--- src/rtl/t07_memory_handler.sv ---
// Load/store stage: turns control-unit memory requests into a single-outstanding
// data-bus transaction, steers byte lanes, checks alignment, extends load data
// and feeds the register-file write port. freeze_o stalls the datapath meanwhile.
module t07_memory_handler #(
  parameter int unsigned TIMEOUT_CYCLES = 16
) (
  input  logic        clk,
  input  logic        rst,
  input  logic        mem_read,
  input  logic        mem_write,
  input  logic [2:0]  funct3,
  input  logic [31:0] addr,
  input  logic [31:0] store_data,
  input  logic [31:0] alu_result,
  input  logic        reg_write_i,
  input  logic [4:0]  rd_i,
  output logic        bus_req,
  output logic        bus_we,
  output logic [31:0] bus_addr,
  output logic [31:0] bus_wdata,
  output logic [3:0]  bus_strb,
  input  logic        bus_ack,
  input  logic [31:0] bus_rdata,
  output logic [31:0] write_data,
  output logic        reg_write,
  output logic [4:0]  write_reg,
  output logic        freeze_o,
  output logic        access_err_o,
  output logic        bus_err_o
);

  localparam logic [7:0] TmoLast = 8'(TIMEOUT_CYCLES - 1);

  typedef enum logic [1:0] {StIdle, StBusy, StDone} state_e;

  state_e      state_q;
  logic [7:0]  tmo_cnt_q;
  logic [31:0] load_result_q;
  logic [2:0]  funct3_q;
  logic [1:0]  lane_q;
  logic [4:0]  rd_q;
  logic        is_load_q;

  logic        mem_op;
  logic        is_load;
  logic        funct3_legal;
  logic        misaligned;
  logic        req_ok;
  logic [3:0]  strb_st;
  logic [31:0] wdata_st;
  logic [7:0]  byte_sel;
  logic [15:0] half_sel;
  logic [31:0] load_ext;

  // Request decode: legality of the access type and natural alignment.
  always_comb begin
    mem_op  = mem_read | mem_write;
    is_load = mem_read;  // a load wins when both strobes are set
    case (funct3)
      3'b000, 3'b001, 3'b010: funct3_legal = 1'b1;
      3'b100, 3'b101:         funct3_legal = is_load;  // unsigned forms exist only for loads
      default:                funct3_legal = 1'b0;
    endcase
    misaligned = ((funct3[1:0] == 2'b01) && addr[0]) ||
                 ((funct3[1:0] == 2'b10) && (addr[1:0] != 2'b00));
    req_ok = mem_op & funct3_legal & ~misaligned;
  end

  // Store lane steering: replicate data across lanes and enable the addressed bytes.
  always_comb begin
    case (funct3[1:0])
      2'b00: begin
        strb_st  = 4'b0001 << addr[1:0];
        wdata_st = {4{store_data[7:0]}};
      end
      2'b01: begin
        strb_st  = addr[1] ? 4'b1100 : 4'b0011;
        wdata_st = {2{store_data[15:0]}};
      end
      default: begin
        strb_st  = 4'b1111;
        wdata_st = store_data;
      end
    endcase
  end

  // Load lane selection and sign/zero extension from the latched request.
  always_comb begin
    case (lane_q)
      2'd0:    byte_sel = bus_rdata[7:0];
      2'd1:    byte_sel = bus_rdata[15:8];
      2'd2:    byte_sel = bus_rdata[23:16];
      default: byte_sel = bus_rdata[31:24];
    endcase
    half_sel = lane_q[1] ? bus_rdata[31:16] : bus_rdata[15:0];
    case (funct3_q)
      3'b000:  load_ext = {{24{byte_sel[7]}}, byte_sel};
      3'b001:  load_ext = {{16{half_sel[15]}}, half_sel};
      3'b100:  load_ext = {24'd0, byte_sel};
      3'b101:  load_ext = {16'd0, half_sel};
      default: load_ext = bus_rdata;
    endcase
  end

  // Transaction FSM with registered bus outputs and error pulses.
  always_ff @(posedge clk or posedge rst) begin
    if (rst) begin
      state_q       <= StIdle;
      bus_req       <= 1'b0;
      bus_we        <= 1'b0;
      bus_addr      <= 32'd0;
      bus_wdata     <= 32'd0;
      bus_strb      <= 4'd0;
      load_result_q <= 32'd0;
      tmo_cnt_q     <= 8'd0;
      funct3_q      <= 3'd0;
      lane_q        <= 2'd0;
      rd_q          <= 5'd0;
      is_load_q     <= 1'b0;
      access_err_o  <= 1'b0;
      bus_err_o     <= 1'b0;
    end else begin
      access_err_o <= 1'b0;
      bus_err_o    <= 1'b0;
      case (state_q)
        StIdle: begin
          if (mem_op) begin
            if (!req_ok) begin
              access_err_o <= 1'b1;
            end else begin
              funct3_q  <= funct3;
              lane_q    <= addr[1:0];
              rd_q      <= rd_i;
              is_load_q <= is_load;
              bus_req   <= 1'b1;
              bus_we    <= ~is_load;
              bus_addr  <= {addr[31:2], 2'b00};
              bus_wdata <= wdata_st;
              bus_strb  <= is_load ? 4'b1111 : strb_st;
              tmo_cnt_q <= 8'd0;
              state_q   <= StBusy;
            end
          end
        end
        StBusy: begin
          if (bus_ack) begin
            bus_req <= 1'b0;
            if (is_load_q) begin
              load_result_q <= load_ext;
            end
            state_q <= StDone;
          end else if (tmo_cnt_q == TmoLast) begin
            // Abort: drop the request and return without writeback.
            bus_req   <= 1'b0;
            bus_err_o <= 1'b1;
            state_q   <= StIdle;
          end else begin
            tmo_cnt_q <= tmo_cnt_q + 8'd1;
          end
        end
        StDone: begin
          state_q <= StIdle;
        end
        default: begin
          state_q <= StIdle;
        end
      endcase
    end
  end

  // Writeback and stall outputs: pass-through when idle, latched values afterwards.
  always_comb begin
    write_data = alu_result;
    reg_write  = reg_write_i;
    write_reg  = rd_i;
    freeze_o   = 1'b0;
    case (state_q)
      StIdle: begin
        if (mem_op) begin
          reg_write = 1'b0;
          freeze_o  = req_ok;
        end
      end
      StBusy: begin
        reg_write = 1'b0;
        write_reg = rd_q;
        freeze_o  = 1'b1;
      end
      StDone: begin
        write_reg  = rd_q;
        write_data = load_result_q;
        reg_write  = is_load_q;
      end
      default: begin
        reg_write = 1'b0;
      end
    endcase
  end

endmodule

--- config.mk ---
export PLATFORM = sky130hd
export DESIGN_NAME = t07_memory_handler
export DESIGN_NICKNAME = d
export VERILOG_FILES = /design/src/rtl/t07_memory_handler.sv
export SDC_FILE = /design/constraint.sdc
export NUM_CORES = 1
export LEC_CHECK = 0
export BUFFER_PORTS_ARGS = -buffer_cell sky130_fd_sc_hd__buf_2
export CAP_MARGIN = 20
export CORE_MARGIN = 4
export CORE_UTILIZATION = 45
export DETAILED_ROUTE_END_ITERATION = 8
export PLACE_DENSITY = 0.76
export SYNTH_ARGS = -nofsm -noshare
export SYNTH_HDL_FRONTEND = slang
export SYNTH_SLANG_ARGS = --single-unit
export TNS_END_PERCENT = 100
--- constraint.sdc ---
create_clock -name clk -period 5.58 [get_ports clk]
set_input_delay 1.116 -clock clk [delete_from_list [all_inputs] [get_ports clk]]
set_output_delay 1.116 -clock clk [all_outputs]
set_load 0.02 [all_outputs]
**After elaboration in Yosys (flattened, before gate mapping)**

Index checks and enable logic that the tools add are counted.

- Add/sub/neg operators: 1
- Equality and inequality tests: 19
- Shift operators: 1
- Mux-type cells: 35
- Bitwise gates (word level): 5
- Reductions and logical operators: 18

Operators by type and width:

| cell | number |
|---|---|
| $pmux 32 s4 | 1 |
| $pmux 32 s2 | 1 |
| $mux 32 | 1 |
| $mux 8 | 4 |
| $pmux 8 s3 | 1 |
| $mux 16 | 1 |
| $pmux 8 s2 | 1 |
| $eq 3x3->1 const B | 4 |
| $mux 1 | 12 |
| $reduce_and 3->1 | 3 |
| $add 8x1->8 const B | 1 |
| $eq 8x4->1 const B | 1 |
| $mux 2 | 4 |
| $mux 4 | 2 |
| $ne 2x2->1 const B | 4 |
| $pmux 1 s2 | 4 |
| $pmux 4 s2 | 1 |
| $eq 2x1->1 const B | 3 |
| $eq 2x2->1 const B | 3 |
| $eq 3x1->1 const B | 2 |
| $logic_not 2->1 | 3 |
| $logic_not 3->1 | 2 |
| $mux 5 | 1 |
| $reduce_and 5->1 | 1 |
| 13 further kinds | 18 |

- Register bits after elaboration: 123
- Bits of input ports: 142
- Output and inout bits: 111
- Logic and storage cells: 93

**Depth between registers and ports, before layout**

Gate-level depths: netlist (run 1).

- Depth after elaboration: 8
- Mapped depth: 9
- Depth with buffers taken out: 7

**Least setup slack after synthesis (run 1)**

No wires, ideal clock.

- Path type: input to output
- Start: input funct3[0]
- End: output freeze_o
- Arrival: 2,273 ps
- Data required time: 4,464 ps
- Setup slack: 2,191 ps
- Stages: 8
- Buffers on the path: 4
- Cell sequence: buf_2 -> a21oi_1 -> o21a_1 -> nand2b_1 -> buf_2 -> buf_4 -> buf_2 -> nand2_1

- Cells in the longest elaborated chain, start to end: 7
- Elaborated cells on any way between the ends: 18
- Those cells by class: eq/ne (6); mux (3); bitwise (3); reduce/logical (6)

Ends and longest elaborated chain:

| item | RTL line | text |
|---|---|---|
| from (decl) | 11 | `input logic [2:0] funct3,` |
| $eq 3x1->1 (tied with other cells) | 59 | `case (funct3)` |
| $reduce_or 3->1 (tied with other cells) | 59 |  |
| $pmux 1 s2 / $logic_or 1x1->1 (equally long branches) | 59, 64 |  |
| $and 1x1->1 / $not 1->1 (equally long branches) | 66 | `req_ok = mem_op & funct3_legal & ~misaligned;` |
| $and 1x1->1 (*) | 66 |  |
| $mux 1 (*) | 179 | `if (mem_op) begin` |
| $pmux 1 s2 (*) | 177 | `case (state_q)` |
| to (decl) | 27 | `output logic freeze_o,` |

Every way passes the cells marked *; elsewhere a longest branch is shown, timed or not.

**Worst setup path in the final report (run 1)**

- Start: input funct3[1]
- End: output freeze_o

The elaborated chain is that of the path after synthesis.

==> results of run 1 <==
==> cells in the mapped netlist (all sizes together) <==
cell type	count
a211oi	1
o21bai	2
nor3	8
nor4	1
a31oi	11
and2	1
nand3	4
nand2b	5
a21oi	42
and3	2
inv	8
o31ai	6
conb	1
o41ai	1
clkbuf	26
mux2	45
nor2b	4
buf	21
o22ai	7
o21ai	64
dfrtp	123
mux2i	25
o21a	2
o2111ai	1
nor2	42
a2111oi	1
a32o	1
ha	4
nor3b	1
nand2	219
nand4	1
or4	5
or3	1
==> kinds of logic (layout without fill, tap and decap cells) <==
logic type,after synthesis,in the layout
flip-flops,123,123
adder cells (fa/ha/maj),4,4
AO/OA/AOI/OAI,139,139
multiplexers,70,70
other,1,3
buffers and inverters,55,294
AND/OR/NAND/NOR,294,294
==> critical path, stage by stage <==
cell	delay, ns
buf_2	0.51
nand2_1	0.11
o21ai_1	0.30
nand2b_4	0.23
nand2_1	0.05
buf_2	0.16
==> power groups by stage <==
stage	clock network [µW]	logic, µW	registers, µW
finish	1100	1890	1600
detailed placement	0	1910	1600
CTS	1120	1910	1600
floorplan	0	1060	1800
global placement	0	1860	1600
global route	1170	2060	1670
==> per-layer routing <==
layer / wire (µm) / share of wire [%] / track usage (%)
met1: 7280 / 40 / 27.8
met2: 8370 / 46 / 35.7
met3: 1860 / 10 / 9.43
met4: 486 / 2.7 / 9.48
met5: 13 / 0.072 / 0
==> cell type report <==
| cell class | instances | area share (%) |
|---|---|---|
| multi-input combinational | 509 | 35.2 |
| clock buffer | 20 | 5.80 |
| clock inverter | 12 | 1.74 |
| inverter | 8 | 0.404 |
| sequential | 123 | 38.2 |
| antenna | 1 | 0.0311 |
| timing repair buffer | 254 | 15.9 |
| tap | 176 | 2.73 |
==> how the worst max path moves through the flow <==
stage | from | to | slack, ns
global route | funct3[1] | freeze_o | 1.86
detailed placement | funct3[1] | freeze_o | 2.01
finish | funct3[1] | freeze_o | 1.99
global placement | funct3[1] | freeze_o | 2.00
CTS | funct3[1] | freeze_o | 1.99
floorplan | rst | access_err_o | 1.19
==> registers in the layout, summed over array words and instances (netlist names) <==
signal / count
access_err_o: 1
bus_addr: 30
bus_err_o: 1
bus_req: 1
bus_strb: 4
bus_wdata: 32
bus_we: 1
funct3_q: 3
is_load_q: 1
lane_q: 2
load_result_q: 32
rd_q: 5
state_q: 2
tmo_cnt_q: 8
==> stage by stage <==
stage	hold slack (ns)	util, %	setup slack [ns]	cells	total power (µW)
after floorplan	0.440	-	1.19	687	2870
after global placement	0.455	56.0	2.00	1070	3460
after detailed placement	0.457	56.0	2.01	1070	3510
after CTS	0.471	60.5	1.99	1102	4630
after global routing	0.491	60.6	1.86	1103	4900
final	0.466	60.6	1.99	1103	4590
==> cell usage in the layout (no fill, tap or decap), types with 6 or more instances in the layout <==
| master | Yosys | layout |
|---|---|---|
| a21oi_1 | 41 | 41 |
| a31oi_1 | 11 | 11 |
| buf_2 | 13 | 250 |
| clkbuf_16 | 0 | 17 |
| dfrtp_1 | 123 | 123 |
| inv_1 | 8 | 7 |
| mux2_2 | 45 | 45 |
| mux2i_1 | 25 | 25 |
| nand2_1 | 219 | 219 |
| nor2_1 | 41 | 41 |
| nor3_1 | 8 | 8 |
| o21ai_0 | 12 | 12 |
| o21ai_1 | 52 | 52 |
| o22ai_1 | 7 | 7 |
| o31ai_1 | 6 | 6 |
==> results.md, run 1 <==
- Worst r2r src: state_q[1]
- NumNets Final: 1059
- Clock latency at the later pin of the worst-skew pair: just over 0.4 ns
- Area growth from synthesis to layout: 31.2%
- Final Critical Period: 3.59 ns
- # resized after CTS: 0
- Status: completed
- Number of fill cells: 1190
- Die width: 125 µm
- Maximum VDD drop: 0.000327 V
- Share of layout cells above drive strength 1: between 30% and 40%
- NetSw: 1900 µW
- Clk sinks: approximately 120
- FF-to-FF End: load_result_q[28]
- Synth Area in Adders: 0.816%
- FMAX: between 200 and 300 MHz
- CP arrival: 2.48 ns
- Initial DRT Pass Iterations: 4
- Compound-cell area share of the yosys netlist: between 10% and 20%
- Final hold vios: 0
- Synth Register Bits: 123
- First-pass GRT wire length: 28700 µm
- Die area: between 15000 and 20000 µm²
- Core Region: 13300 µm²
- Combinational Power Share: 41.1%
- Final Cell Area: 8050 µm²
- Slew Limit Fails: 0
- Dpl cell area: 7440 µm²
- Postcts setup bufs: 0
- Hold endpoint: bus_addr[28]
- RD Place Congestion: 0.868
- Synth Area in XOR/XNOR: 0%
- Synth Area per Inst: 8.94 µm²
- Worst clock skew: 0.00656 ns
- Post-synthesis mux area share: 12.3%
- Wire per inst: around 16 µm
- H-tree depth: 4
- CTS tree: built
- Worst R2R Setup Slack: 2.72 ns
- Clk buf depth: 2
- FF+latch area: 3080 µm²
- P_leak: about 0.0041 µW
- Share of total power in the clock network: 23.9%
- Hold-fix buffers, CTS: 0
- Congestion Overflow GR: 0
- Switching share of total power: 41.4%
- Effective utilization at floorplan: approximately 46%
- Worst setup path class: primary input to output pin
- Max Cap Viol: 0
- Register-to-Register Path Depth: 5
- Measured slew at the worst slew-check pin: about 1.0 ns
- CP Capture Type: output pin
- Yosys top cell area share: 50.2%
- CTS root buf: clkbuf_16
- Cells after synthesis: 686
- Initial antenna violation count: 2
- Vias: between 5000 and 6000
- Simple-Gate Fraction of Synth Area: 19.5%
- Hold Path Stages: 2
- Final worst-path cycle share: 64.4%
- # rows: 42
- Startpoint Class: primary input
- Port buffer count: 250
- CTS clk-pin slew, worst paths: 0.05 ns
- Post-synthesis sequential area ratio: 50.2%
- Drc violations: 0
- Largest net degree at the start of global routing: 99
- Hold Path Class: flop to flop
- WP data required: between 4 and 5 ns
- Hold Crit Start: bus_addr[28]
- Cell taking the most area after synthesis: dfrtp_1
- I/O pin count: roughly 250
- Top cells by area, synth: dfrtp_1, nand2_1, mux2_2
- P per Cell Area: about 570 nW/µm²
- Setup TNS: 0 ns
- Iteration-0 DRC count of the detailed router: 355
- Share of power burned in registers: between 30% and 40%
- RSZ-0062 raised after global routing: false
- Total track usage: 22.8%
- Yosys cell types: 39
- DRT antenna net count: 0
- Setup violators final: 0
- Multi-input gate area: about 2800 µm²
- Height of the die: 125 µm
- Synth warn: 0
- Main combinational cell family by area after synthesis: simple AND/OR/NAND/NOR gates
- Via/cell ratio: 5.18
- Mapped Area: about 6000 µm²
- Dpl hpwl: between 10000 and 15000 µm
- Routed WL: 18000 µm
- Cts bufs inserted: 17
- Worst-path maximum fanout: 29
- Vias in the first global route: 5531
- P_int: 2690 µW
- Rel. slew slack: 32.4%
No activity file was read; power rests on OpenSTA's default activity.
==> inputs of run 2 (changes only) <==
- ABC_AREA: unset -> 1
- CORE_UTILIZATION: 45 -> 44
- clock period: 5.58 -> 3 ns (I/O delays scaled with it)
==> results.md, run 2 <==
- Status: completed (unchanged)
- CP Capture Type: output pin (unchanged)
- # rows: 43 (was 42)
- Hold Path Class: primary input to flop (was flop to flop)
- FF-to-FF End: load_result_q[23] (was load_result_q[28])
- Drc violations: 0 (unchanged)
- Hold-fix buffers, CTS: 0 (unchanged)
- Total track usage: 22.1% (was 22.8%)
- Hold endpoint: bus_addr[28] (unchanged)
- I/O pin count: 253 (unchanged)
- Vias in the first global route: 6039 (was 5531)
- Antenna cells: 0 (was 1)
- Hold Crit Start: addr[28] (was bus_addr[28])
- Synth warn: 0 (unchanged)
- CP arrival: 2.07 ns (was 2.48 ns)
- RSZ-0062 raised after global routing: false (unchanged)
- Slowest cell delay on critical path: 0.38 ns (was 0.51 ns)
- Port buffer count: 250 (unchanged)
- Setup WS pre-CTS: 0.698 ns (was 2.01 ns)
- Final Util: 59.2% (was 60.6%)
- Wire per inst: 13.9 µm (was 16.3 µm)
- Number of synthesized flops with an enable pin: 0 (unchanged)
- Initial antenna violation count: 1 (was 2)
- Clock latency at the later pin of the worst-skew pair: 0.41 ns (about the same)
- Main combinational cell family by area after synthesis: simple AND/OR/NAND/NOR gates (unchanged)
- Final setup margin: 0.332 ns (was 1.99 ns)
- Final worst-path cycle share: roughly nine tenths
- # resized after CTS: 0 (unchanged)
- Synth Area in XOR/XNOR: 0.137% (was 0%)
- Worst r2r src: lane_q[1] (was state_q[1])
- Final Critical Period: 2.67 ns
- Critical Path, Cell by Cell: inv_1 -> ha_1 -> buf_4 -> clkinv_1 -> buf_4 -> nand2_1 -> o21ai_0 -> buf_2 (was buf_2 -> nand2_1 -> o21ai_1 -> nand2b_4 -> nand2_1 -> buf_2)
- Worst R2R Setup Slack: 0.77 ns (was 2.72 ns)
- NumNets Final: 1278 (was 1059)
- Count leader, synth: nand2_1 (unchanged)
- Primary FF master, synth: dfrtp_1 (unchanged)
- Yosys cell types: 25 (was 39)
- Cell taking the most area after synthesis: dfrtp_1 (unchanged)
- Area growth from synthesis to layout: 30.2% (was 31.2%)
- Tot Pwr: 8480 µW (was 4590 µW)
- Core Region: 14100 µm² (was 13300 µm²)
- Commonest cells after routing, fill and taps aside: nand2_1, buf_2, dfrtp_1 (was buf_2, nand2_1, dfrtp_1)
- Effective utilization at floorplan: 45.5% (was 46.2%)
- Dpl hpwl: 13400 µm (was 13200 µm)
- Share of layout cells above drive strength 1: 26.3% (was 36.9%)
- Rel. slew slack: 41.3% (was 32.4%)
- Synth Area in Adders: 0.781% (was 0.816%)
- Hold Path Stages: 3 (was 2)
- First-pass GRT wire length: 29400 µm (was 28700 µm)
- DRT antenna net count: 0 (unchanged)
- Post-synthesis mux area share: 0% (was 12.3%)
- Worst setup path class: flop to output pin (was primary input to output pin)
- FMAX: 375 MHz
- Largest regs: bus_wdata: 32 flops, load_result_q: 32 flops, bus_addr: 30 flops (unchanged)
- Mapped Area: 6410 µm² (was 6140 µm²)
- CTS root buf: clkbuf_16 (unchanged)
- Commonest non-fill, non-tap cell in the layout: nand2_1 (was buf_2)
- WP data required: 2.40 ns (was 4.46 ns)
- Synth Area per Inst: 7.12 µm² (was 8.94 µm²)
- Routed WL: 18400 µm (was 18000 µm)
- Delay-heaviest family, CP: buffers and inverters (unchanged)
- Largest net degree at the start of global routing: 124 (was 99)
- RD Place Congestion: 0.884 (was 0.868)
- Slew Limit Fails: 0 (unchanged)
- Die width: 129 µm (was 125 µm)
- Worst path buffer plus inverter count: 5 (was 2)
- CTS tree: built (unchanged)
- Height of the die: 129 µm (was 125 µm)
- Max Cap Viol: 0 (unchanged)
- Startpoint Class: flop (was primary input)
- Measured slew at the worst slew-check pin: 0.878 ns (was 1.01 ns)
- Ys async rst share: 100% (unchanged)
- Final hold vios: 0 (unchanged)
- Maximum VDD drop: 0.000516 V (was 0.000327 V)
- Die area: 16600 µm² (was 15600 µm²)
- Setup violators final: 0 (unchanged)
- Initial DRT Pass Iterations: 7 (was 4)
- Post-synthesis sequential area ratio: 48.0% (was 50.2%)
- Slowest-stage cell, CP: dfrtp_1 (was buf_2)
- Clk buf depth: 2 (unchanged)
- Postcts setup bufs: 0 (unchanged)
- Cts bufs inserted: 17 (unchanged)
- Compound-cell area share of the yosys netlist: 11.4% (was 13.1%)
- P_leak: 0.00484 µW (was 0.00411 µW)
- H-tree depth: 4 (unchanged)
- CTS clk-pin slew, worst paths: 0.06 ns (was 0.05 ns)
- P per Cell Area: 1020 nW/µm² (was 570 nW/µm²)
- Setup TNS: 0 ns (unchanged)
- Register-to-Register Path Depth: 7 (was 5)
- Simple-Gate Fraction of Synth Area: 30.6% (was 19.5%)
- Hold Slack: 0.375 ns (was 0.466 ns)
- Congestion Overflow GR: 0 (unchanged)
- Clk sinks: 123 (unchanged)
- Commonest cells post-synth: nand2_1, dfrtp_1, o21ai_0, inv_1, nand3_1 (was nand2_1, dfrtp_1, o21ai_1, mux2_2)
- Vias: 6484 (was 5718)
- Top cells by area, synth: dfrtp_1, nand2_1, o21ai_0 (was dfrtp_1, nand2_1, mux2_2)
- Yosys top cell area share: 48.0% (was 50.2%)
- Iteration-0 DRC count of the detailed router: 391 (was 355)
- Worst clock skew: 0.00634 ns (was 0.00656 ns)
- Synth Register Bits: 123 (unchanged)
- Cells after synthesis: 900 (was 686)
- Worst-path maximum fanout: 52 (was 29)
- Via/cell ratio: 4.89 (was 5.18)
- Cell mode on critical path: buf_4
==> run 2: cell count changes after synthesis, moves of 25 or more <==
cell | before | now
inv_1 | 8 | 78
mux2_2 | 45 | 0
mux2i_1 | 25 | 0
nand2_1 | 219 | 408
nand3_1 | 4 | 54
o21ai_0 | 12 | 83
o21ai_1 | 52 | 12
==> run 2: worst max path at each step <==
stage | startpoint | endpoint | slack, ns | cells after the start
3_5_place_dp | funct3[1] | freeze_o | 0.70 | 7
6_report | state_q[0] | write_data[26] | 0.33 | 8
3_3_place_gp | funct3[1] | freeze_o | 0.74 | 7
4_1_cts | state_q[0] | write_data[26] | 0.30 | 8
2_1_floorplan | funct3[0] | freeze_o | 0.69 | 8
5_1_grt | state_q[0] | write_data[19] | 0.13 | 8
==> run 2: per-layer routing <==
metal  track usage [%]  vias up  share of wire (%)  routed length [µm]
met4              8.09        2                2.0                 365
li1                  -     3268                  -                   -
met5                 0        -              0.038                   7
met1              28.3     2928                 42                7720
met3              6.43       32                8.5                1570
met2              35.8      254                 48                8750
==> run 2: final cells by class <==
type                            count  area, µm²
Sequential cell                   123       3080
Timing Repair Buffer              262       1370
Clock inverter                     13        143
Multi-Input combinational cell    645       2770
Tap cell                          180        225
Fill cell                        1345       5750
Clock buffer                       19        453
Inverter                           83        315
==> run 2: worst min-delay path, cell delays in order <==
cell,delay (ns)
buf_2,0.07
nand2_1,0.04
nand2_1,0.04
==> run 2: report_power, final <==
part	total, µW	switching (µW)	internal, µW	leakage [µW]
clock	2040	770	1270	0.000278
combinational	3590	2420	1170	0.00304
sequential	2840	438	2410	0.00152
==> run 2: cell families after synthesis <==
family,Yosys count
AOI/OAI and AO/OA,142
xor gates and xnor gates,1
adders and majority gates,4
buffers and inverters,133
DFF,123
other,1
and+or+nand+nor,496
==> run 2: per-stage QoR <==
step / instances / cell area (µm²)
floorplan: 901 / 6420
global placement: 1293 / 7750
detailed placement: 1293 / 7750
CTS: 1325 / 8350
global route: 1325 / 8350
finish: 1325 / 8350
==> inputs of run 3 (changes only) <==
--- a/config.mk
+++ b/config.mk
@@ -13,4 +13,5 @@
 export DETAILED_ROUTE_END_ITERATION = 8
 export PLACE_DENSITY = 0.76
+export SETUP_SLACK_MARGIN = 0.15
 export SYNTH_ARGS = -nofsm -noshare
 export SYNTH_HDL_FRONTEND = slang
==> constraint.sdc (replaced) <==
create_clock -name clk -period 3 [get_ports clk]
set_input_delay 0.45 -clock clk [delete_from_list [all_inputs] [get_ports clk]]
set_output_delay 0.45 -clock clk [all_outputs]
set_load 0.02 [all_outputs]
==> results.md, run 3 (same netlist as run 2, synthesis figures left out) <==
- Clk buf depth: 2 (unchanged)
- Final hold vios: 0 (unchanged)
- Vias: 6553 (was 6484)
- Core Region: 14100 µm² (unchanged)
- # rows: 43 (unchanged)
- Maximum VDD drop: 0.000630 V (was 0.000516 V)
- Hold Crit Start: addr[18] (was addr[28])
- Register-to-Register Path Depth: 7 (unchanged)
- I/O pin count: 253 (unchanged)
- Hold Path Class: primary input to flop (unchanged)
- First-pass GRT wire length: 30100 µm (was 29400 µm)
- P_leak: 0.00483 µW (was 0.00484 µW)
- Initial antenna violation count: 1 (unchanged)
- Hold endpoint: bus_addr[18] (was bus_addr[28])
- Measured slew at the worst slew-check pin: 0.910 ns (was 0.878 ns)
- Cts bufs inserted: 17 (unchanged)
- RD Place Congestion: 0.894 (was 0.884)
- Worst clock skew: 0.00894 ns (was 0.00634 ns)
- Antenna cells: 0 (unchanged)
- Commonest non-fill, non-tap cell in the layout: nand2_1 (unchanged)
- Wire per inst: 14.1 µm (was 13.9 µm)
- Total track usage: 22.7% (was 22.1%)
- Routed WL: 18700 µm (was 18400 µm)
- Slew Limit Fails: 0 (unchanged)
- Height of the die: 129 µm (unchanged)
- NetSw: 3650 µW (was 3630 µW)
- CTS root buf: clkbuf_16 (unchanged)
- Startpoint Class: flop (unchanged)
- Share of total power in the clock network: 24.2% (was 24.1%)
- Vias in the first global route: 6257 (was 6039)
- Final setup margin: 0.420 ns (was 0.332 ns)
- RSZ-0062 raised after global routing: false (unchanged)
- Final Non-Filler Cells: 1325 (unchanged)
- CTS tree: built (unchanged)
- NumNets Final: 1278 (unchanged)
- Port buffer count: 250 (unchanged)
- P_int: 4840 µW (was 4850 µW)
- Setup violators final: 0 (unchanged)
- CTS clk-pin slew, worst paths: 0.06 ns (about the same)
- Commonest cells after routing, fill and taps aside: nand2_1, buf_2, dfrtp_1 (unchanged)
- Worst r2r src: lane_q[1] (unchanged)
- Die area: 16600 µm² (unchanged)
- Drc violations: 0 (unchanged)
- Die width: 129 µm (unchanged)
- P per Cell Area: 1020 nW/µm² (about the same)
- Final Cell Area: 8330 µm² (was 8350 µm²)
- Worst setup path class: flop to output pin (unchanged)
- Clk sinks: 123 (unchanged)
- Rel. slew slack: 39.2% (was 41.3%)
- Effective utilization at floorplan: 45.5% (unchanged)
- Hold Slack: 0.221 ns (was 0.375 ns)
- Number of fill cells: 1339 (was 1345)
- Worst-path maximum fanout: 52 (unchanged)
- Slowest cell delay on critical path: 0.40 ns (was 0.38 ns)
- Final worst-path cycle share: 86.0% (was 88.9%)
- Setup TNS: 0 ns (unchanged)
- CP arrival: 2.13 ns (was 2.07 ns)
- Largest net degree at the start of global routing: 66 (was 124)
- Congestion Overflow GR: 0 (unchanged)
- Via/cell ratio: 4.95 (was 4.89)
- CP Capture Type: output pin (unchanged)
- WP data required: 2.55 ns (was 2.40 ns)
- Worst R2R Setup Slack: 0.75 ns (was 0.77 ns)
- Dpl cell area: 7720 µm² (was 7750 µm²)
- Clock latency at the later pin of the worst-skew pair: 0.42 ns (was 0.41 ns)
- Placed Instances: 1292 (was 1293)
- Switching share of total power: 43.0% (was 42.8%)
- Postcts setup bufs: 0 (unchanged)
- Iteration-0 DRC count of the detailed router: 477 (was 391)
- Dpl hpwl: 14000 µm (was 13400 µm)
- FF-to-FF End: load_result_q[28] (was load_result_q[23])
- Status: completed (unchanged)
- Combinational Power Share: 42.2% (was 42.4%)
- H-tree depth: 4 (unchanged)
- Critical Path, Cell by Cell: inv_1 -> ha_2 -> clkinv_1 -> buf_4 -> o21ai_0 -> buf_2 (was inv_1 -> ha_1 -> buf_4 -> clkinv_1 -> buf_4 -> nand2_1 -> o21ai_0 -> buf_2)
- Max Cap Viol: 0 (unchanged)
- Hold Path Stages: 3 (unchanged)
- Final Critical Period: 2.58 ns (was 2.67 ns)
- Share of power burned in registers: 33.6% (about the same)
- Slowest-stage cell, CP: dfrtp_1 (unchanged)
- FMAX: 388 MHz (was 375 MHz)
- Initial DRT Pass Iterations: 5 (was 7)
- Largest regs: bus_wdata: 32 flops, load_result_q: 32 flops, bus_addr: 30 flops (unchanged)
- Area growth from synthesis to layout: 29.9% (was 30.2%)
- Share of layout cells above drive strength 1: 26.2% (was 26.3%)
- Setup WS pre-CTS: 0.672 ns (was 0.698 ns)
- DRT antenna net count: 0 (unchanged)
[run 3: worst max path at each step]
stage | endpoint | startpoint | slack (ns)
after global placement | tmo_cnt_q[3] | funct3[0] | 0.74
after floorplan | freeze_o | funct3[0] | 0.99
final | write_data[18] | state_q[0] | 0.42
after detailed placement | tmo_cnt_q[1] | funct3[0] | 0.67
after global routing | write_data[21] | state_q[0] | 0.22
after CTS | write_data[2] | state_q[0] | 0.25
[run 3: metrics by stage]
step           util [%]  power [µW]
2_1_floorplan         -        5270
3_3_place_gp       54.8        6380
3_5_place_dp       54.8        6460
4_1_cts            59.1        8550
5_1_grt            59.1        9110
6_report           59.1        8480
[run 3: cell type report]
cell class | instances | area (µm²) | share of cell area (%)
inverter | 83 | 315 | 3.79
tap | 180 | 225 | 2.70
clock inverter | 12 | 139 | 1.67
multi-input combinational | 645 | 2770 | 33.3
timing repair buffer | 262 | 1340 | 16.1
clock buffer | 20 | 457 | 5.48
sequential | 123 | 3080 | 37.0
[run 3: timing repair]
item,in CTS,in global routing
hold buffers,1,0
hold endpoints to repair,1,0
setup endpoints to repair,0,22
resized for setup,0,1
[run 3: critical path: cells and delay by family (launching register included)]
family,cells,cell delay (ns)
DFF,1,0.40
adders and majority gates,1,0.32
buffers and inverters,4,0.76
AOI/OAI and AO/OA,1,0.22
[run 3: power by group through the flow]
| stage | registers [µW] | clock network, µW | logic, µW |
|---|---|---|---|
| global placement | 2840 | 0 | 3540 |
| floorplan | 3300 | 0 | 1960 |
| finish | 2850 | 2050 | 3580 |
| detailed placement | 2840 | 0 | 3610 |
| global route | 2950 | 2160 | 4000 |
| CTS | 2850 | 2090 | 3620 |
[run 3: routing by layer]
layer / wire length [µm] / vias up / part of all wire [%] / global-route usage [%]
met5: 12 / - / 0.064 / 0
met4: 374 / 2 / 2.0 / 7.91
met3: 1660 / 31 / 8.8 / 7.97
met2: 8950 / 255 / 48 / 37.0
met1: 7750 / 2990 / 41 / 28.3
li1: - / 3275 / - / -
